### src/rtl/uart_pkg.sv
// Shared UART definitions: FSM state encoding, frame width and the
// bit-period helper used by both the receiver and the transmitter.
`timescale 1ns/1ps
package uart_pkg;

    typedef enum logic [2:0] {
        IDLE  = 3'd0,
        START = 3'd1,
        DATA  = 3'd2,
        STOP  = 3'd3,
        BREAK = 3'd4
    } uart_rx_state_t;

    localparam int UART_DATA_BITS = 8;

    function automatic int clks_per_bit(input int freq, input int baud);
        return freq / baud;
    endfunction

endpackage

### src/rtl/uart_baud_cnt.sv
// Loadable down-counter that parks at zero; tick_o marks the expiry of the
// loaded interval and stays high until the next load.
`timescale 1ns/1ps
module uart_baud_cnt #(
    parameter int WIDTH = 4
) (
    input  logic             clk_i,
    input  logic             reset_ni,
    input  logic             load_i,
    input  logic [WIDTH-1:0] load_val_i,
    output logic             tick_o
);

    logic [WIDTH-1:0] r_count;

    always_ff @(posedge clk_i or negedge reset_ni) begin
        if (!reset_ni) begin
            r_count <= '0;
        end else if (load_i) begin
            r_count <= load_val_i;
        end else if (r_count != '0) begin
            r_count <= r_count - 1'b1;
        end
    end

    assign tick_o = (r_count == '0);

endmodule

### src/rtl/uart_rx.sv
// 8N1 UART receiver: two-flop input synchronizer, falling-edge start detect,
// mid-bit sampling FSM, registered byte/valid/frame-error/busy outputs.
`timescale 1ns/1ps
module uart_rx
    import uart_pkg::*;
#(
    parameter int CLK_FREQ_HZ = 100_000_000,
    parameter int BAUD_RATE   = 115_200
) (
    input  logic       clk_i,
    input  logic       reset_ni,
    input  logic       rx_i,
    output logic [7:0] data_o,
    output logic       valid_o,
    output logic       frame_err_o,
    output logic       busy_o
);

    localparam int CLKS_PER_BIT = clks_per_bit(CLK_FREQ_HZ, BAUD_RATE);
    localparam int CNT_W        = (CLKS_PER_BIT > 1) ? $clog2(CLKS_PER_BIT) : 1;
    localparam int IDX_W        = $clog2(UART_DATA_BITS);

    localparam logic [CNT_W-1:0] HALF_LOAD = CNT_W'(CLKS_PER_BIT / 2 - 1);
    localparam logic [CNT_W-1:0] FULL_LOAD = CNT_W'(CLKS_PER_BIT - 1);
    localparam logic [IDX_W-1:0] LAST_IDX  = IDX_W'(UART_DATA_BITS - 1);

    generate
        if (CLKS_PER_BIT < 4) begin : g_bad_rate
            $error("uart_rx: CLKS_PER_BIT must be at least 4");
        end
    endgenerate

    logic                      r_rxMeta;
    logic                      r_rxSync;
    logic                      r_rxPrev;
    uart_rx_state_t            r_state;
    logic [IDX_W-1:0]          r_bitIdx;
    logic [UART_DATA_BITS-1:0] r_shift;
    logic [7:0]                r_data;
    logic                      r_valid;
    logic                      r_frameErr;
    logic                      r_busy;

    uart_rx_state_t            w_stateNext;
    logic                      w_load;
    logic [CNT_W-1:0]          w_loadVal;
    logic                      w_tick;
    logic                      w_fallEdge;

    // Idle-high line, so every synchronizer stage powers up at 1 to avoid a false start.
    always_ff @(posedge clk_i or negedge reset_ni) begin
        if (!reset_ni) begin
            r_rxMeta <= 1'b1;
            r_rxSync <= 1'b1;
            r_rxPrev <= 1'b1;
        end else begin
            r_rxMeta <= rx_i;
            r_rxSync <= r_rxMeta;
            r_rxPrev <= r_rxSync;
        end
    end

    assign w_fallEdge = r_rxPrev & ~r_rxSync;

    uart_baud_cnt #(
        .WIDTH      (CNT_W)
    ) u_baud_cnt (
        .clk_i      (clk_i),
        .reset_ni   (reset_ni),
        .load_i     (w_load),
        .load_val_i (w_loadVal),
        .tick_o     (w_tick)
    );

    always_comb begin
        w_stateNext = r_state;
        w_load      = 1'b0;
        w_loadVal   = FULL_LOAD;
        case (r_state)
            IDLE: begin
                if (w_fallEdge) begin
                    w_stateNext = START;
                    w_load      = 1'b1;
                    w_loadVal   = HALF_LOAD;
                end
            end
            START: begin
                if (w_tick) begin
                    w_load      = 1'b1;
                    w_stateNext = r_rxSync ? IDLE : DATA;
                end
            end
            DATA: begin
                if (w_tick) begin
                    w_load = 1'b1;
                    if (r_bitIdx == LAST_IDX) begin
                        w_stateNext = STOP;
                    end
                end
            end
            STOP: begin
                if (w_tick) begin
                    w_load      = 1'b1;
                    w_stateNext = r_rxSync ? IDLE : BREAK;
                end
            end
            BREAK: begin
                if (r_rxSync) begin
                    w_load      = 1'b1;
                    w_stateNext = IDLE;
                end
            end
            default: begin
                w_stateNext = IDLE;
            end
        endcase
    end

    // Data is committed only after a high stop sample; a low stop leaves data_o untouched.
    always_ff @(posedge clk_i or negedge reset_ni) begin
        if (!reset_ni) begin
            r_state    <= IDLE;
            r_bitIdx   <= '0;
            r_shift    <= '0;
            r_data     <= 8'h00;
            r_valid    <= 1'b0;
            r_frameErr <= 1'b0;
            r_busy     <= 1'b0;
        end else begin
            r_state    <= w_stateNext;
            r_busy     <= (w_stateNext != IDLE);
            r_valid    <= 1'b0;
            r_frameErr <= 1'b0;
            if (r_state == START && w_tick && !r_rxSync) begin
                r_bitIdx <= '0;
            end
            if (r_state == DATA && w_tick) begin
                r_shift[r_bitIdx] <= r_rxSync;
                r_bitIdx          <= r_bitIdx + 1'b1;
            end
            if (r_state == STOP && w_tick) begin
                if (r_rxSync) begin
                    r_data  <= r_shift;
                    r_valid <= 1'b1;
                end else begin
                    r_frameErr <= 1'b1;
                end
            end
        end
    end

    assign data_o      = r_data;
    assign valid_o     = r_valid;
    assign frame_err_o = r_frameErr;
    assign busy_o      = r_busy;

endmodule

### config.mk
export PLATFORM = sky130hd
export DESIGN_NAME = uart_rx
export DESIGN_NICKNAME = d
export VERILOG_FILES = /design/src/rtl/uart_pkg.sv /design/src/rtl/uart_baud_cnt.sv /design/src/rtl/uart_rx.sv
export SDC_FILE = /design/constraint.sdc
export NUM_CORES = 1
export LEC_CHECK = 0
export CORE_MARGIN = 2
export CORE_UTILIZATION = 62
export CTS_CLUSTER_SIZE = 40
export DETAILED_ROUTE_END_ITERATION = 7
export HOLD_SLACK_MARGIN = 0.12
export PLACE_DENSITY = 0.85
export SLEW_MARGIN = 20
export SYNTH_ARGS = -nofsm -noshare
export SYNTH_HDL_FRONTEND = slang
export SYNTH_HIERARCHICAL = 1
export SYNTH_SLANG_ARGS = --single-unit
### constraint.sdc
create_clock -name clk_i -period 5.69 [get_ports clk_i]
set_clock_uncertainty 0.15 [all_clocks]
set_input_delay 0.8535 -clock clk_i [delete_from_list [all_inputs] [get_ports clk_i]]
set_output_delay 0.8535 -clock clk_i [all_outputs]
set_load 0.02 [all_outputs]
==> metrics.yaml, run 1 <==
power_and_ir_drop:
  p_total_uw: 645
  p_per_area_nw_per_um2: 311
  peakVddDrop_mv: 0.179
  leakagePower_nw: 0.909
cells_and_area:
  antenna_cells: 0
  fin_nets: 183
  drive_gt1_share_pct: 15.8
  fillCellCount: 227
  stdcell_count: 210
  syn_to_final_growth_pct: 8.43
timing:
  max_freq_mhz: 295
  maxSlewHeadroom_pct: 47.5
  worstMarginPinSlew_ns: 0.788
  hold-worst-slack_ns: 0.212
  setup-violations-final: 0
  hold_viol_final: 0
  fin_crit_ns: 3.39
  setup_slack_ns: 2.30
  final_max_slew_viol_count: 0
  tns_ns: 0
  fin_crit_sh_pct: 59.5
  rsz0062_at_grt: "no"
synthesis:
  synth_area_leaders: "dfrtp_1 (46%), mux2_1 (5.3%), dfstp_2 (4.1%)"
  synth_area_per_cell_um2: 11.6
  synth-edff-count: 0
  syn-cell-area_um2: 1920
  synth_common_cells: "dfrtp_1 (35), nor2_1 (13), nand2_1 (10)"
  ys.flop_type: "dfrtp_1"
  synth-seq-cells: 38
  synth_most_common_cell: "dfrtp_1"
  synth_top_area_cell: "dfrtp_1"
  async_reset_ff_share_pct: 100
  synth.yosys.warnings: 6
  synthCells: 165
  ys_seq_area_share_pct: 49.8
  synthDistinctLibCells: 48
  synth_top_area_share_pct: 45.7
placed_design:
  dp_hpwl_um: 2330
  numPortBuffers: 13
  dp_cells: 203
  gp_congestion: 0.783
  post-place-ws_ns: 2.31
clocking:
  cts_sinks: 38
  clk_latency_ns: 0.33
  cts_tree: "built"
  postCtsSetupRepairBufs: 0
  cts-root-buf: "clkbuf_4"
  cts.clk_slew.worst_paths_ns: 0.10
  cts.path.max_buffers: 2
  htreeDepth: 2
  cts_resized: 0
  cts_buffers: 5
  ctsHoldBuffers: 0
routing:
  detail_route.vias_per_cell: 5.90
  wire_per_inst_um: 15.1
  detail_route.first_pass.iterations: 4
  vias: 1238
  wirelength_um: 3170
  drt_iter0_drc: 72
  drc: 0
  ant_nets: 0
grt:
  grt_pass1_vias: 1228
  grt_pass1_wl_um: 5640
  grtUsageTotal_pct: 21.6
  overflow: 0
  grt_max_degree: 39
  antenna_found_initial: 0
critical_path:
  end_kind: "register"
  cp.arrival_ns: 3.47
  worstPathRequired_ns: 5.77
  worstPathMaxFanout: 15
  crit_type: "register to register"
  startpoint_type: "register"
  reg2reg_from: "u_baud_cnt/r_count[0]"
  cp-startpoint: "u_baud_cnt/r_count[0]"
worst_hold_path:
  min_path_type: "register to register"
  worstHoldStart: "r_rxMeta"
job:
  cap_violations: 0
floorplan:
  dieArea_um2: 3550
  ios: 14
  initial_core_util_pct: 63.8
  row_count: 20
  die_y_um: 59.6
  die_w_um: 59.6
  core_area_um2: 3000
status:
  status: "complete, no violations"
[cells in the final DEF, fill, tap and decap left out, types with 2 or more instances in the layout]
cell type,instances
xor2_1,2
and4bb_1,2
nand4b_1,4
nor2b_1,2
dfstp_2,3
conb_1,5
nor4b_2,2
clkinv_2,2
mux2_1,9
nor3_1,2
mux2_4,3
nand2_1,10
clkdlybuf4s50_1,13
xnor2_1,5
a211oi_1,5
o21ai_2,2
nor4_1,2
nand2b_1,3
o22ai_1,3
nor3b_1,2
nor2_1,13
mux2i_1,2
mux2_2,5
a21oi_1,7
ha_1,3
dfrtp_1,35
o31ai_1,2
clkbuf_4,5
inv_1,6
[per-layer routing]
metal | GRT usage, % | vias up | wire [um]
met2 | 33.4 | 25 | 1580
met4 | 10.8 | 0 | 66
li1 | - | 599 | -
met1 | 28.5 | 607 | 1410
met5 | 0 | - | 0
met3 | 5.24 | 7 | 116
[final timing paths]
path,to,slack (ns),cells after the start
min in group asynchronous,data_o[5],0.78,2
max in group asynchronous,r_rxSync,4.26,2
hold / removal,r_rxSync,0.21,0
hold reg to reg,r_rxSync,0.21,0
setup reg to reg,u_baud_cnt/r_count[3],2.30,9
setup / recovery,u_baud_cnt/r_count[3],2.30,9
[report_power, final]
part	total, mW	switching (mW)	leakage [nW]	internal (mW)
registers	0.362	0.0500	0.486	0.312
clock network	0.124	0.0801	0.0308	0.0444
logic	0.159	0.0758	0.392	0.0832
[metrics by stage]
stage	utilization, %	instance area (um^2)
5_1_grt	69.2	2080
3_5_place_dp	67.6	2030
6_report	69.2	2080
4_1_cts	69.2	2080
2_1_floorplan	-	1930
3_3_place_gp	67.6	2030
[cell type report]
cell class,instances,area [um^2],share of cell area [%]
clock buffers,5,37.5,1.81
clock inverters,2,10.0,0.482
inverters,6,22.5,1.08
multi-input cells,112,873,42.0
flip-flops and latches,38,955,46.0
well taps,33,41.3,1.99
repair buffers,14,138,6.63
[critical path: stages (launching register included)]
cell and delay, ns:
dfrtp_1 0.39, inv_1 0.10, ha_1 0.21, nor3b_1 0.26, and3_1 0.57, a21oi_1 0.13, o22ai_1 0.64, inv_1 0.34
and2_2 0.30, a211oi_1 0.21
[sequential cells by signal (all words and copies together), names as in the netlist, 3 cells and up]
name                flops
r_state                 3
data_o                  8
r_shift                 8
u_baud_cnt/r_count     10
r_bitIdx                3
[cells by family after synthesis]
family	Yosys count	share of synthesized area [%]
AO/OA/AOI/OAI	22	7.58
XOR/XNOR	7	3.20
adder cells (fa/ha/maj)	3	1.96
buffers and inverters	18	5.16
flip-flops	38	49.8
multiplexers	19	11.6
other	2	0.392
AND/OR/NAND/NOR	56	20.2
No activity file was read; power rests on OpenSTA's default activity.
==> run 2: changes to the inputs <==
- CORE_UTILIZATION: 62 -> 52
- PLACE_DENSITY: 0.85 -> 0.76
- clock period: 5.69 -> 2.8 ns (I/O delays scaled with it)
==> metrics.yaml, run 2 (synthesis results as in run 1) <==
routing:
  ant_nets: 0  # unchanged
  wire_per_inst_um: 14.2  # -6.2%
  wirelength_um: 3250  # +2.2%
  drc: 0  # unchanged
  detail_route.vias_per_cell: 5.34  # -9.4%
  drt_iter0_drc: 44  # -39%
  detail_route.first_pass.iterations: 4  # unchanged
  vias: 1223  # -1.2%
grt:
  grt_max_degree: 39  # unchanged
  antenna_found_initial: 0  # unchanged
  overflow: 0  # unchanged
  busiest_layer: "met2"
  grt_pass1_wl_um: 5800  # +2.9%
  gr-usage-met1_pct: 24.4  # -4.1 points
  grt_pass1_vias: 1291  # +5.1%
  grtUsageTotal_pct: 18.3  # -3.3 points
  met2_usage_pct: 27.6  # -5.8 points
  use_met3_pct: 5.90  # +0.66 points
timing:
  rsz0062_at_grt: "no"
  setup_slack_ns: 0.302  # -2.00 ns
  hold_viol_final: 0  # unchanged
  max_freq_mhz: 400  # +36%
  fin_crit_ns: 2.50  # -0.890 ns
  final_max_slew_viol_count: 0  # unchanged
  setup-violations-final: 0  # unchanged
  maxSlewHeadroom_pct: 46.4  # -1.0 points
  fin_crit_sh_pct: 89.2  # +30 points
  tns_ns: 0  # unchanged
  worstMarginPinSlew_ns: 0.803  # +0.0156 ns
power_and_ir_drop:
  p_total_mw: 1.44  # +120%
  p_per_area_nw_per_um2: 664  # +110%
  peakVddDrop_mv: 0.526  # +190%
  leakagePower_nw: 0.942  # +3.7%
placed_design:
  numPortBuffers: 13  # unchanged
  post-place-ws_ns: 0.148  # -2.16 ns
  place_area_um2: 2060  # +1.4%
  dp_hpwl_um: 2260  # -3.1%
  gp_congestion: 0.807  # +3.1%
cells_and_area:
  syn_to_final_growth_pct: 13.3
  final_common_cell: "dfrtp_1"
  antenna_cells: 0  # unchanged
  fin_nets: 186  # +1.6%
  final_cell_area_um2: 2170  # +4.5%
  regMostFlops: "u_baud_cnt/r_count"
  mostFrequentLayoutCells: "dfrtp_1 (35), nor2_1 (13), clkdlybuf4s50_1 (12)"
  largest_reg_flops: 10  # unchanged
  drive_gt1_share_pct: 19.3  # +3.5 points
clocking:
  cts.clk_slew.worst_paths_ns: 0.07  # -0.03 ns
  cts_tree: "built"
  cts_sinks: 38  # unchanged
  cts_buffers: 5  # unchanged
  htreeDepth: 2  # unchanged
  cts-root-buf: "clkbuf_8"
  postCtsSetupRepairBufs: 0  # unchanged
  clk_latency_ns: 0.29  # -0.04 ns
  cts.path.max_buffers: 2  # unchanged
floorplan:
  ios: 14  # unchanged
  row_count: 22  # +10%
  dieArea_um2: 4190  # +18%
  initial_core_util_pct: 53.1  # -11 points
  die_y_um: 64.7  # +8.6%
  core_area_um2: 3610  # +20%
  die_w_um: 64.7  # +8.6%
critical_path:
  cp.arrival_ns: 2.54  # -0.93 ns
  startpoint_type: "register"
  cp-startpoint: "u_baud_cnt/r_count[0]"
  end_kind: "register"
  worstPathMaxFanout: 11  # -4
  slowest_stage: "dfrtp_1"
  reg2reg_from: "u_baud_cnt/r_count[0]"
  worstPathCellList: "inv_1 -> ha_1 -> nor3b_2 -> and3_2 -> buf_4 -> a21oi_1 -> o22ai_1 -> inv_2 -> and2_2 -> a211oi_1"
  worstPathRequired_ns: 2.84  # -2.93 ns
  crit_type: "register to register"
  max_stage_delay_ns: 0.38  # -0.26 ns
job:
  cap_violations: 0  # unchanged
worst_hold_path:
  min_path_type: "register to register"
  worstHoldStart: "r_rxMeta"
status:
  status: "complete, no violations"
## run 2: layout make-up
type,count,area (um^2)
clock inverters,2,12.5
well taps,48,60.1
fillers,294,1440
clock buffers,6,82.6
flip-flops and latches,38,955
repair buffers,17,158
inverters,6,22.5
multi-input cells,112,880
## run 2: metrics by stage
stage | cells | utilization (%) | hold slack, ns
after floorplan | 168 | - | -0.0256
after global placement | 220 | 57.1 | 0.199
after detailed placement | 220 | 57.1 | 0.198
after CTS | 229 | 60.0 | 0.211
after global routing | 229 | 60.2 | 0.211
final | 229 | 60.2 | 0.208
## run 2: final timing paths
check	end	slack (ns)	depth (start not counted)
hold reg to reg	r_rxSync	0.21	0
min in group asynchronous	data_o[7]	0.60	2
hold / removal	r_rxSync	0.21	0
setup reg to reg	u_baud_cnt/r_count[5]	0.30	10
setup / recovery	u_baud_cnt/r_count[5]	0.30	10
max in group asynchronous	u_baud_cnt/r_count[2]	1.39	2
## run 2: what timing repair did
item | 4_1_cts | 5_1_grt
setup endpoints to repair | 0 | 6
hold buffers | 1 | 0
resized for setup | 0 | 3
endpoints found under the hold margin | 35 | 0
## run 2: per-layer routing
layer / wire [um] / part of all wire [%]
met5: 0 / 0
met4: 30 / 0.92
met3: 91 / 2.8
met2: 1570 / 48
met1: 1550 / 48
## run 2: power by group
| part | internal, mW | switching [mW] | leakage [nW] |
|---|---|---|---|
| Combinational | 0.170 | 0.152 | 0.409 |
| Clock | 0.198 | 0.182 | 0.0472 |
| Sequential | 0.634 | 0.105 | 0.486 |
| Total | 1.00 | 0.439 | 0.942 |
## run 2: critical path: cells and delay by family (launching register included)
family	cells	cell delay, ns
flops	1	0.38
simple gates	3	0.73
fa+ha+maj	1	0.21
compound gates	3	0.53
buf+inv	3	0.41
==> run 3: changes to the inputs <==
- ABC_CLOCK_PERIOD_IN_PS: default -> 2800
- SYNTH_HIERARCHICAL: 1 -> default
==> metrics.yaml, run 3 <==
grt:
  grt_max_degree: 39  # unchanged
  overflow: 0  # unchanged
  grt_pass1_vias: 1339  # +3.7%
  antenna_found_initial: 0  # unchanged
  grt_pass1_wl_um: 6370  # +9.8%
  grtUsageTotal_pct: 19.8  # +1.5 points
floorplan:
  core_area_um2: 3610  # unchanged
  die_y_um: 64.6  # -0.12%
  row_count: 22  # unchanged
  dieArea_um2: 4180  # -0.25%
  die_w_um: 64.6  # -0.12%
  initial_core_util_pct: 53.0  # -0.14 points
  ios: 14  # unchanged
clocking:
  cts_sinks: 38  # unchanged
  cts.clk_slew.worst_paths_ns: 0.07  # about the same
  clk_latency_ns: 0.29  # about the same
  cts_buffers: 5  # unchanged
  cts.path.max_buffers: 2  # unchanged
  cts-root-buf: "clkbuf_8"
  cts_tree: "built"
  postCtsSetupRepairBufs: 0  # unchanged
  htreeDepth: 2  # unchanged
synthesis:
  synth_common_cells: "dfrtp_1 (35), mux2_2 (17), nor2_1 (12)"
  synth.yosys.warnings: 0  # -6
  synth_top_area_cell: "dfrtp_1"
  synth_area_per_cell_um2: 11.4  # -2.0%
  syn-cell-area_um2: 1910  # -0.26%
  synth-seq-cells: 38  # unchanged
  synth_top_area_share_pct: 45.8  # +0.12 points
  ys.flop_type: "dfrtp_1"
  synth-edff-count: 0  # unchanged
  synth_area_leaders: "dfrtp_1 (46%), mux2_2 (10%), dfstp_2 (4.1%)"
  async_reset_ff_share_pct: 100  # unchanged
  synthDistinctLibCells: 49  # +2.1%
  synth_most_common_cell: "dfrtp_1"
  synthCells: 168  # +1.8%
  synth_fp_nets: 175
  ys_seq_area_share_pct: 50.0  # +0.13 points
worst_hold_path:
  holdPathEnd: "r_rxSync"
  worstHoldStart: "r_rxMeta"
  min_path_type: "register to register"
  worstHoldPathCells: 0  # unchanged
critical_path:
  crit_type: "register to register"
  worstPathMaxFanout: 9  # -2
  worstPathRequired_ns: 2.82  # -0.02 ns
  regToRegSetupSlack_ns: 0.37  # +0.07 ns
  startpoint_type: "register"
  path_delay_family: "simple AND/OR/NAND/NOR gates"
  r2r-end: "data_o[3]"
  worstPathCellList: "inv_1 -> ha_1 -> nor3b_1 -> buf_4 -> and3_1 -> nand4_4 -> mux2_2"
  end_kind: "register"
  max_stage_delay_ns: 0.39  # about the same
  cp_num_buf_inv: 2  # -1
  cp.arrival_ns: 2.45  # -0.09 ns
  slowest_stage: "dfrtp_1"
  reg2reg_from: "u_baud_cnt.r_count[0]"
  reg2reg_depth: 7  # -3
timing:
  tns_ns: 0  # unchanged
  fin_crit_sh_pct: 86.7  # -2.5 points
  setup_slack_ns: 0.371  # +0.0687 ns
  rsz0062_at_grt: "no"
  hold-worst-slack_ns: 0.209  # +0.000681 ns
  fin_crit_ns: 2.43  # -0.0687 ns
  maxSlewHeadroom_pct: 45.7  # -0.73 points
  setup-violations-final: 0  # unchanged
  final_max_slew_viol_count: 0  # unchanged
  hold_viol_final: 0  # unchanged
  worstMarginPinSlew_ns: 0.814  # +0.0110 ns
  max_freq_mhz: 412  # +2.8%
cells_and_area:
  regArea_um2: 955  # unchanged
  syn_to_final_growth_pct: 13.3  # about the same
  fin_nets: 188  # +1.1%
  final_cell_area_um2: 2160  # -0.23%
  drive_gt1_share_pct: 24.7  # +5.4 points
  antenna_cells: 0  # unchanged
  fillCellCount: 298  # +1.4%
  largest_reg_flops: 10  # unchanged
  multiInputGateArea_um2: 882  # +0.28%
  mostFrequentLayoutCells: "dfrtp_1 (35), mux2_2 (17), nor2_1 (12), clkdlybuf4s50_1 (12)"
  final_common_cell: "dfrtp_1"
  regMostFlops: "u_baud_cnt.r_count"
routing:
  routed-wl-met3_um: 210  # +130%
  detail_route.first_pass.iterations: 4  # unchanged
  ant_nets: 0  # unchanged
  wire_per_inst_um: 15.5  # +9.6%
  detail_route.vias_per_cell: 5.98  # +12%
  wirelength_um: 3570  # +10%
  route.met2.wl_um: 1740  # +11%
  vias: 1375  # +12%
  drt_iter0_drc: 182  # +310%
  wl_met1_um: 1590  # +2.4%
  drc: 0  # unchanged
  highest_layer: "met4"
power_and_ir_drop:
  pwr-share-seq_pct: 50.1  # -1.2 points
  combPwrFrac_pct: 23.4  # +1.0 points
  p_total_mw: 1.45  # +0.73%
  leakagePower_nw: 0.971  # +3.1%
  peakVddDrop_mv: 0.456  # -13%
  clkPwrFrac_pct: 26.5  # about the same
  p_switching_uw: 475  # +8.3%
  p_int_uw: 976  # -2.6%
  switching_share_pct: 32.8  # +2.3 points
  p_per_area_nw_per_um2: 670  # +0.96%
placed_design:
  numPortBuffers: 13  # unchanged
  gp_congestion: 0.834  # +3.4%
  post-place-ws_ns: 0.422  # +0.274 ns
  place_area_um2: 2060  # about the same
  dp_hpwl_um: 2490  # +10%
job:
  cap_violations: 0  # unchanged
status:
  status: "complete, no violations"
run 3: how the worst max path moves through the flow:
stage,start,to,slack (ns),cells past startpoint
after floorplan,u_baud_cnt.r_count[0],r_shift[4],0.56,6
after global placement,u_baud_cnt.r_count[5],r_shift[4],0.52,4
after detailed placement,u_baud_cnt.r_count[0],data_o[3],0.42,7
after CTS,u_baud_cnt.r_count[0],data_o[3],0.40,7
after global routing,u_baud_cnt.r_count[0],data_o[6],0.29,7
final,u_baud_cnt.r_count[0],data_o[3],0.37,7
run 3: final cells by class:
type / count / share of cell area [%]
clock inverters: 2 / 0.578
flip-flops and latches: 38 / 44.1
clock buffers: 6 / 3.82
inverters: 6 / 1.04
well taps: 48 / 2.77
multi-input cells: 114 / 40.8
repair buffers: 16 / 6.94
run 3: repair_timing:
action	CTS	global route
gates resized for setup	0	0
hold buffers	1	0
endpoints found under the hold margin	35	0
run 3: kinds of logic after synthesis:
kind of cell | count (synthesis) | synth area share (%)
flops | 38 | 50.0
buf+inv | 16 | 3.86
compound gates | 24 | 9.43
mux | 21 | 12.4
xor+xnor | 4 | 1.83
simple gates | 61 | 19.9
fa+ha+maj | 4 | 2.62
run 3: per-layer routing:
layer  GRT usage [%]  up-vias
met5               0        -
met4            7.45        0
met3            5.73        4
met2            29.9       48
met1            27.0      686
li1                -      637
run 3: through the flow:
stage                     utilization (%)  instances
final                                60.0        230
after floorplan                         -        168
after global routing                 60.0        230
after detailed placement             57.1        221
after global placement               57.1        221
after CTS                            60.0        230
run 3: power groups by stage:
stage / Combinational [mW] / Clock, mW / Sequential (mW)
after floorplan: 0.278 / 0 / 0.698
after global placement: 0.322 / 0 / 0.728
after detailed placement: 0.332 / 0 / 0.736
after CTS: 0.336 / 0.398 / 0.725
after global routing: 0.377 / 0.424 / 0.737
final: 0.340 / 0.384 / 0.727
